===== config.mk =====
export PLATFORM = sky130hd
export DESIGN_NAME = cpu_bus_arbiter
export DESIGN_NICKNAME = d
export VERILOG_FILES = /design/src/rtl/cpu_bus_arbiter_pkg.sv /design/src/rtl/cpu_bus_arbiter_rr_pick.sv /design/src/rtl/cpu_bus_arbiter.sv
export SDC_FILE = /design/constraint.sdc
export NUM_CORES = 1
export LEC_CHECK = 0
export CAP_MARGIN = 20
export CORE_MARGIN = 2
export CORE_UTILIZATION = 36
export DETAILED_ROUTE_END_ITERATION = 6
export PLACE_DENSITY_LB_ADDON = 0.25
export SLEW_MARGIN = 20
export SYNTH_ARGS = -nofsm -noshare
export SYNTH_HDL_FRONTEND = slang
export SYNTH_SLANG_ARGS = --single-unit

===== constraint.sdc =====
create_clock -name clk_i -period 1.4 [get_ports clk_i]
set_input_delay 0.21 -clock clk_i [delete_from_list [all_inputs] [get_ports clk_i]]
set_output_delay 0.21 -clock clk_i [all_outputs]
set_load 0.01 [all_outputs]

===== src/rtl/cpu_bus_arbiter_pkg.sv =====
// Shared types and constants for the CPU bus arbiter family.
package cpu_arb_package;

    // Transfer sequencing states.
    typedef enum logic [1:0] {
        IDLE  = 2'd0,
        ISSUE = 2'd1,
        WAIT  = 2'd2,
        DONE  = 2'd3
    } arb_state_t;

    // Read data returned to a master whose transfer was aborted.
    localparam logic [31:0] BUS_ERR_DATA = 32'hDEAD_BEEF;

    // Bit offset of element 'index' inside a packed vector of 'width'-bit fields.
    function automatic int slice_offset(input int index, input int width);
        return index * width;
    endfunction

endpackage


===== src/rtl/cpu_bus_arbiter_rr_pick.sv =====
// bus_rr_pick: combinational round-robin picker. Returns the first requester
// at or after the pointer, wrapping modulo NumMasters.
module bus_rr_pick #(
    parameter int NumMasters = 2,
    parameter int IndexWidth = (NumMasters > 1) ? $clog2(NumMasters) : 1
) (
    input  logic [NumMasters-1:0] req_i,
    input  logic [IndexWidth-1:0] ptr_i,
    output logic                  valid_o,
    output logic [IndexWidth-1:0] idx_o
);

    localparam logic [IndexWidth:0] Modulus = (IndexWidth + 1)'(NumMasters);

    logic [2*NumMasters-1:0] req_dbl;
    logic [NumMasters-1:0]   req_rot;
    logic [IndexWidth-1:0]   offset;
    logic [IndexWidth:0]     sum;

    // Rotate so that bit 0 is the requester at the pointer.
    assign req_dbl = {req_i, req_i};
    assign req_rot = NumMasters'(req_dbl >> ptr_i);

    // Lowest set bit of the rotated vector is the distance from the pointer.
    always_comb begin
        offset = '0;
        for (int k = NumMasters - 1; k >= 0; k--) begin
            if (req_rot[k]) begin
                offset = IndexWidth'(k);
            end
        end
    end

    // Both operands are below NumMasters, so one conditional subtract wraps.
    assign sum     = {1'b0, ptr_i} + {1'b0, offset};
    assign valid_o = |req_i;
    assign idx_o   = (sum >= Modulus) ? IndexWidth'(sum - Modulus) : sum[IndexWidth-1:0];

endmodule


===== src/rtl/cpu_bus_arbiter.sv =====
// cpu_bus_arbiter: round-robin arbiter serialising NumMasters requesters onto
// the single peripheral CPU bus. One strobe per transfer, waits out downstream
// busy, returns read data and acks the winner. Losing requesters are halted.
// Optional busy timeout abort is enabled by defining ARB_TIMEOUT_EN.
module cpu_bus_arbiter
    import cpu_arb_package::*;
#(
    parameter int  NumMasters    = 2,
    parameter int  AddressWidth  = 32,
    parameter int  DataWidth     = 32,
    parameter int  ReadLatency   = 1,
    parameter int  TimeoutCycles = 1024,
    localparam int GrantWidth    = (NumMasters > 1) ? $clog2(NumMasters) : 1
) (
    input  logic                               clk_i,
    input  logic                               reset_ni,
    input  logic [NumMasters-1:0]              m_req_i,
    input  logic [NumMasters-1:0]              m_we_i,
    input  logic [NumMasters*AddressWidth-1:0] m_address_i,
    input  logic [NumMasters*DataWidth-1:0]    m_data_i,
    output logic [NumMasters-1:0]              m_ack_o,
    output logic [DataWidth-1:0]               m_data_o,
    output logic [NumMasters-1:0]              m_halt_o,
    output logic [AddressWidth-1:0]            bus_address_o,
    output logic [DataWidth-1:0]               bus_data_o,
    output logic                               bus_we_o,
    output logic                               bus_stb_o,
    input  logic [DataWidth-1:0]               bus_data_i,
    input  logic                               bus_busy_i,
    output logic [GrantWidth-1:0]              grant_o,
    output logic                               err_o
);

    localparam int QualWidth = $clog2(ReadLatency + 1);

    arb_state_t              state_reg, state_next;
    logic [GrantWidth-1:0]   grant_reg, grant_next;
    logic [GrantWidth-1:0]   ptr_reg, ptr_next;
    logic [AddressWidth-1:0] addr_reg, addr_next;
    logic [DataWidth-1:0]    wdata_reg, wdata_next;
    logic [DataWidth-1:0]    rdata_reg, rdata_next;
    logic                    we_reg, we_next;
    logic [QualWidth-1:0]    qual_reg, qual_next;
    logic [QualWidth-1:0]    qual_target;

`ifdef ARB_TIMEOUT_EN
    localparam int                   TmoWidth = $clog2(TimeoutCycles + 1);
    localparam logic [DataWidth-1:0] ErrData  = DataWidth'(BUS_ERR_DATA);

    logic [TmoWidth-1:0] tmo_reg, tmo_next;
    logic                err_reg, err_next;
`endif

    logic                    pick_valid;
    logic [GrantWidth-1:0]   pick_idx;
    logic [AddressWidth-1:0] m_addr_arr [NumMasters];
    logic [DataWidth-1:0]    m_data_arr [NumMasters];

    bus_rr_pick #(
        .NumMasters (NumMasters),
        .IndexWidth (GrantWidth)
    ) u_pick (
        .req_i   (m_req_i),
        .ptr_i   (ptr_reg),
        .valid_o (pick_valid),
        .idx_o   (pick_idx)
    );

    // Per-master unpacking of payloads, ack decode and halt.
    genvar gi;
    generate
        for (gi = 0; gi < NumMasters; gi++) begin : g_master
            assign m_addr_arr[gi] = m_address_i[slice_offset(gi, AddressWidth) +: AddressWidth];
            assign m_data_arr[gi] = m_data_i[slice_offset(gi, DataWidth) +: DataWidth];
            assign m_ack_o[gi]    = (state_reg == DONE) && (grant_reg == GrantWidth'(gi));
            assign m_halt_o[gi]   = m_req_i[gi] & ~m_ack_o[gi];
        end
    endgenerate

    assign bus_stb_o     = (state_reg == ISSUE);
    assign bus_address_o = addr_reg;
    assign bus_data_o    = wdata_reg;
    assign bus_we_o      = we_reg;
    assign grant_o       = grant_reg;
    assign m_data_o      = rdata_reg;

`ifdef ARB_TIMEOUT_EN
    assign err_o = (state_reg == DONE) && err_reg;
`else
    assign err_o = 1'b0;
`endif

    // Writes need a single qualifying cycle; reads wait ReadLatency of them.
    assign qual_target = we_reg ? QualWidth'(1) : QualWidth'(ReadLatency);

    // Next-state and datapath update for the transfer sequencer.
    always_comb begin
        state_next = state_reg;
        grant_next = grant_reg;
        ptr_next   = ptr_reg;
        addr_next  = addr_reg;
        wdata_next = wdata_reg;
        rdata_next = rdata_reg;
        we_next    = we_reg;
        qual_next  = qual_reg;
`ifdef ARB_TIMEOUT_EN
        tmo_next   = tmo_reg;
        err_next   = err_reg;
`endif
        case (state_reg)
            IDLE: begin
                if (pick_valid) begin
                    grant_next = pick_idx;
                    addr_next  = m_addr_arr[pick_idx];
                    wdata_next = m_data_arr[pick_idx];
                    we_next    = m_we_i[pick_idx];
                    qual_next  = '0;
`ifdef ARB_TIMEOUT_EN
                    tmo_next   = '0;
                    err_next   = 1'b0;
`endif
                    state_next = ISSUE;
                end
            end
            ISSUE: begin
                state_next = WAIT;
            end
            WAIT: begin
                if (!bus_busy_i) begin
`ifdef ARB_TIMEOUT_EN
                    tmo_next = '0;
`endif
                    if (qual_reg + QualWidth'(1) == qual_target) begin
                        qual_next  = '0;
                        rdata_next = we_reg ? '0 : bus_data_i;
                        state_next = DONE;
                    end else begin
                        qual_next = qual_reg + QualWidth'(1);
                    end
                end
`ifdef ARB_TIMEOUT_EN
                else if (tmo_reg == TmoWidth'(TimeoutCycles - 1)) begin
                    tmo_next   = '0;
                    err_next   = 1'b1;
                    rdata_next = ErrData;
                    state_next = DONE;
                end else begin
                    tmo_next = tmo_reg + TmoWidth'(1);
                end
`endif
            end
            DONE: begin
                ptr_next   = (grant_reg == GrantWidth'(NumMasters - 1)) ? '0
                                                                        : grant_reg + GrantWidth'(1);
                state_next = IDLE;
            end
            default: begin
                state_next = IDLE;
            end
        endcase
    end

    // State and datapath registers; reset abandons any transfer in flight.
    always_ff @(posedge clk_i or negedge reset_ni) begin
        if (!reset_ni) begin
            state_reg <= IDLE;
            grant_reg <= '0;
            ptr_reg   <= '0;
            addr_reg  <= '0;
            wdata_reg <= '0;
            rdata_reg <= '0;
            we_reg    <= 1'b0;
            qual_reg  <= '0;
`ifdef ARB_TIMEOUT_EN
            tmo_reg   <= '0;
            err_reg   <= 1'b0;
`endif
        end else begin
            state_reg <= state_next;
            grant_reg <= grant_next;
            ptr_reg   <= ptr_next;
            addr_reg  <= addr_next;
            wdata_reg <= wdata_next;
            rdata_reg <= rdata_next;
            we_reg    <= we_next;
            qual_reg  <= qual_next;
`ifdef ARB_TIMEOUT_EN
            tmo_reg   <= tmo_next;
            err_reg   <= err_next;
`endif
        end
    end

endmodule


Word level (Yosys, flattened, before mapping) --
Cells that the tools add are included.
Word-level totals: flip-flop bits (word level) 102, bits of input ports 167, output and inout port bits 104, logic and storage cells 58
Cells by class: $add $sub $neg 4, magnitude comparators 3, equal/unequal tests 6, shift operators 1, mux-type cells 20, bitwise operators 7, reduce and logical (&&, ||, !) cells 9
Operator list (number):
- $mux 32 | 7
- $reduce_and 3->1 | 3
- $mux 1 | 8
- $pmux 2 s4 | 1
- $mux 2 | 3
- $ne 2x2->1 const B | 3
- $eq 2x2->1 const B | 2
- $ge 2x2->1 const B | 2
- $not 1->1 | 4
- $shr 4x1->2 | 1
- $add 1x1->1 const B | 2
- $add 1x1->2 | 1
- $and 1x1->1 | 2
- $eq 2x1->1 const B | 1
- $logic_and 1x1->1 | 2
- $logic_not 2->1 | 1
- $lt 1x2->1 const B | 1
- $not 1->2 | 1
- $pmux 1 s2 | 1
- $reduce_and 2->1 | 1
- $reduce_bool 2->1 | 1
- $reduce_or 2->1 | 1
- $sub 1x1->1 const B | 1

Longest topological paths before layout --
depth after elaboration 10, gate-level depth with buffers 8, mapped depth without buffers 5

Cells and area by module --
Synthesis repeated with hierarchy kept, for this count alone.
Second synthesis, totals: cells, all modules 451, area, all modules 4775.8 sq um
Modules (own cells, without submodules):
- cpu_bus_arbiter | instances 1, cells an instance 447, area an instance 4757.1 sq um, sequential area each 2527.4 sq um
- bus_rr_pick | instances 1, cells an instance 4, area an instance 18.8 sq um, sequential area each 0.0 sq um

Least setup slack after synthesis --
Ideal clock, no wire load.
path kind register to register, start reg state_reg[0], end reg state_reg[1], setup time 0.128 ns, arrival 1.299 ns, data required time 1.272 ns, setup slack -0.026 ns, stages on the path, launching flop included 6, buffers on the path 1, clock period less this slack 1.426 ns, cells stage by stage dfrtp_1 -> inv_1 -> ha_1 -> buf_2 -> a32oi_1 -> mux2_1
Between the ends: word-level cells in the longest chain between the ends 3, elaborated cells on any way between the ends 9, those cells by class 6 x eq/ne; 1 x mux; 2 x reduce/logical
RTL lines:
- start, declared | line cpu_bus_arbiter.sv:36 | arb_state_t state_reg, state_next;
- start signal, assigned | line cpu_bus_arbiter.sv:179 | state_reg <= state_next;
- $eq 2x2->1 or $logic_not 2->1 (tied branches) | line cpu_bus_arbiter.sv:110 | case (state_reg)
- $ne 2x2->1 (no source line)
- $reduce_and 3->1 (no source line)
Parallel ways exist; a longest one is shown, timed or not. A chain may end at the register's enable or synchronous reset.

Final worst setup path --
start reg state_reg[0], end reg rdata_reg[0] (netlist: m_data_o[0])
Between the ends: word-level cells in the longest chain between the ends 2
RTL lines:
- $eq 2x2->1 | line cpu_bus_arbiter.sv:110
- $reduce_and 3->1 (no source line)
- end signal, assigned | line cpu_bus_arbiter.sv:184 | rdata_reg <= rdata_next;
- end, declared | line cpu_bus_arbiter.sv:41 | logic [DataWidth-1:0] rdata_reg, rdata_next;
Every way passes these cells.

==> results by stage <==
Worst setup path:
- The data required time at the worst endpoint is around 1.6 ns.
- The cell with the largest stage delay on the worst path is dfrtp_1.
- Traced cell by cell, the critical path runs through buf_6 -> inv_6 -> buf_6 -> ha_4 -> nand2b_4 -> buf_12 -> nand2_2 -> o21ai_2.
- The most numerous cell type found on the critical path is buf_6.
- The largest fanout on the critical path is 8.
- At the worst endpoint, the arrival time is 1.78 ns.
- On the worst path, the slowest cell contributes a delay of ~0.4 ns.
- The count of buffering cells on the critical path with inverters included is 4.
- The endpoint type of the worst setup path is a flip-flop.
- The worst setup path is launched from a flip-flop.
- The gate family responsible for the most delay along the worst path is buffers and inverters.
- By startpoint and endpoint, the worst setup path is classified as reg -> reg.

Final layout:
- The repair_antennas step left the layout with diodes totalling 0.
- Summing all flip-flop and latch instances after layout gives ~2500 µm².
- The area growth from synthesis to layout is 86.7%.
- The final layout contains about 1000 nets.
- The number of filler instances in the final layout is ~1100.
- The multi-input combinational cells in the finished layout cover a total of between 3000 and 4000 µm².
- Of the cells placed in the final design, the portion with a size suffix greater than 1 is just under 30%.

STA:
- The final max-slew violation count is 0.
- The worst path uses 110% of the clock period.
- The minimum setup slack in the final design is -0.144 ns.
- The final clock skew is approximately 0.012 ns.
- The headroom to the max-slew limit is ~58%.
- On the final layout, the worst hold slack is around 0.20 ns.
- The maximum operating frequency is about 650 MHz.
- The transition at the pin with the smallest max-transition slack is 0.634 ns.
- Setup violations remaining at the end of the flow were counted as roughly 100.
- Counting I/O delays and the setup requirement, the final critical path takes approximately 1.5 ns.
- The final count of hold timing violations is 0.
- Setup repair after global routing could not meet its margin everywhere.

Outcome:
- The final reports fail on setup timing.
- The run finished, with violations left.

Global route:
- The initial antenna violation count is 0.
- Entering global routing, the biggest net connects 50 pins.
- For this run the aggregate overflow at the end of global routing stands at 0.
- Across every metal layer, demand over resource in global routing totals a little over a quarter.
- The first global-routing pass estimated about 33 mm of wire.
- The via count of the first global-routing pass is 5954.

Routing:
- In the final routing, the length of wire on met1 measures roughly 9.1 mm.
- After detailed routing, no signal wire sits above met4.
- The total wire length after detailed routing is between 20 and 25 mm.
- In the routed design, unresolved DRC markers number 0.
- For this run, the detailed router's first-pass iteration total came to 5.
- Detailed routing placed a total of 1.71 mm of wire on met3.
- The routed design uses 11.8 mm of met2 wire.
- The number of nets with antenna violations after routing is 0.
- The via count is 6137.
- Dividing the detail-routed wire length by the instance count gives 23.4 µm.
- The starting DRC count in detailed routing is just under 500.
- Dividing the detail-routed via count by the number of cells gives just over 6.

Power:
- The maximum ir drop on the vdd rail is about 1.2 mV.
- Summed over all cells, the static leakage comes to approximately 4.3 nW.
- Total power for the finished layout comes to about 20 mW.
- For this design the ratio of total power to cell area is 2020 nW/µm².

Run:
- The max-cap violation count is 0.

CTS:
- The TritonCTS buffer count is 9.
- The number of buffers on the longest clock path is 2.
- The H-tree depth reported by CTS is 3.
- CTS placed an instance of clkbuf_16 at the clock tree root.
- The clock network latency to the later pin of the worst-skew pair is 0.35 ns.
- After clock tree synthesis, the clock-pin slew on the worst setup and hold paths is around 0.08 ns.
- TritonCTS built the clock tree.
- The TritonCTS sink count is roughly 100.

Synthesis:
- The library cell with the highest instance count after synthesis is o2111ai_1.
- In the post-synthesis netlist, the biggest area contributors are dfrtp_1 48%, o2111ai_1 22%, nand2_1 7.0%.
- The synthesized netlist occupies a cell area of between 5000 and 6000 µm².
- In this run, synthesis produced a sequential element count of roughly 100.
- The number of unique standard cell types used by synthesis is 22.
- The part of the Yosys area used for sequential elements is about half.
- The Yosys step of the flow raised 0 warnings.
- The cell accounting for the most synthesized area is dfrtp_1.
- The top cell type by area accounts for 48.0% of the synthesized area.
- The cell count after synthesis is 558.
- The post-synthesis area per instance is between 9 and 10 µm².
- In the synthesized netlist the async set-or-reset flop fraction comes to 100%.
- Among all flip-flop cells after synthesis, the most frequent one is dfrtp_1.
- The synthesized design contains 0 enable-type register cells.
- The net count of the mapped netlist is 729.
- After synthesis, the most frequently instantiated cells are 130 x o2111ai_1, 101 x dfrtp_1, 98 x nand2_1.

Die:
- The vertical die dimension is approximately 120 µm.
- The number of placed I/O pins is around 270.
- The area enclosed by the die boundary is about 16000 µm².
- The starting utilization of the core area is a little over a third.
- The site row count is 44.
- The horizontal die dimension is approximately 120 µm.
- The placeable core area is 14400 µm².

Worst hold path:
- The tightest min-delay check is of the in -> async type.

Placed design:
- During placement, the flow inserted port buffers numbering 269.
- The final weighted congestion in routability-driven placement is approximately 0.8.
- The HPWL after detailed placement is 13.2 mm.
- At the placement stage, the worst setup path has a slack of -0.198 ns.
-- metrics by stage --
| step | cells | instance area [µm²] | util, % | TNS, ns |
|---|---|---|---|---|
| after detailed placement | 962 | 8130 | 56.3 | -7.84 |
| final | 1010 | 9830 | 68.1 | -8.09 |
| after floorplan | 558 | 5270 | - | 0 |
| after global routing | 1010 | 9830 | 68.1 | -12.81 |
| after CTS | 996 | 8760 | 60.8 | -9.27 |
| after global placement | 962 | 8130 | 56.3 | -2.53 |
-- path summary, 6_finish.rpt --
path | start | end | slack, ns | depth (start not counted)
worst max register to register | state_reg[0] | m_data_o[0] | -0.14 | 8
worst min register to register | bus_address_o[0] | bus_address_o[0] | 0.48 | 2
min in group clk_i | m_req_i[0] | bus_data_o[24] | 0.41 | 4
worst max-delay path | state_reg[0] | m_data_o[0] | -0.14 | 8
max in group asynchronous | reset_ni | bus_address_o[7] | 0.63 | 3
worst min-delay path | reset_ni | bus_address_o[19] | 0.20 | 2
-- cell usage in the layout, fill, tap and decap left out, types with 2 or more instances in the layout --
| cell type | instances |
|---|---|
| clkdlybuf4s50_1 | 163 |
| o2111ai_1 | 106 |
| dfrtp_1 | 100 |
| dlygate4sd2_1 | 98 |
| nand2_4 | 41 |
| nand3_1 | 36 |
| nand2_1 | 33 |
| nand2b_1 | 32 |
| nand3_2 | 29 |
| nand2_2 | 24 |
| o2111ai_2 | 23 |
| o21ai_2 | 22 |
| clkbuf_16 | 22 |
| buf_4 | 18 |
| buf_12 | 12 |
| o21ai_1 | 10 |
| buf_6 | 10 |
| buf_16 | 7 |
| buf_2 | 5 |
| inv_6 | 3 |
| inv_2 | 3 |
| nor2_2 | 2 |
| nor2_1 | 2 |
| ha_4 | 2 |
| ha_2 | 2 |
| clkinvlp_4 | 2 |
| buf_8 | 2 |
-- power breakdown --
group          internal, mW  switching (mW)  total, mW
clock network          1.42            1.20       2.61
registers              4.27            1.04       5.30
logic                  5.75            6.20       11.9
-- kinds of logic after synthesis --
group,share of synthesized area [%]
AOI/OAI and AO/OA,25.3
adders and majority gates,0.951
buffers and inverters,7.80
DFF,48.0
muxes,0.214
other,0.0713
and+or+nand+nor,17.6
-- worst register-to-register path, stage by stage (launching register included) --
cell,delay (ns)
dfrtp_1,0.41
buf_6,0.14
inv_6,0.05
buf_6,0.09
ha_4,0.17
nand2b_4,0.18
buf_12,0.22
nand2_2,0.11
o21ai_2,0.06
-- per-layer routing --
metal	GRT usage (%)	vias to the layer above
met5	0	-
met4	12.6	0
met2	44.3	336
li1	-	2664
met3	6.31	81
met1	33.4	3056
-- layout make-up --
type	instances	area share [%]
clock buffer	9	2.29
clock inverter	7	0.840
inverter	5	0.267
multi-input combinational	375	32.3
sequential	101	25.7
tap	184	2.34
timing repair buffer	329	36.2
-- what timing repair did --
action                     CTS  global route
hold endpoints to repair   101             0
setup endpoints to repair  201           105
resized for setup          140           209
hold buffers                 1             0
gates cloned                10            14
pin swaps                   22            72
buffers inserted             7             3
No activity file was read; power rests on OpenSTA's default activity.
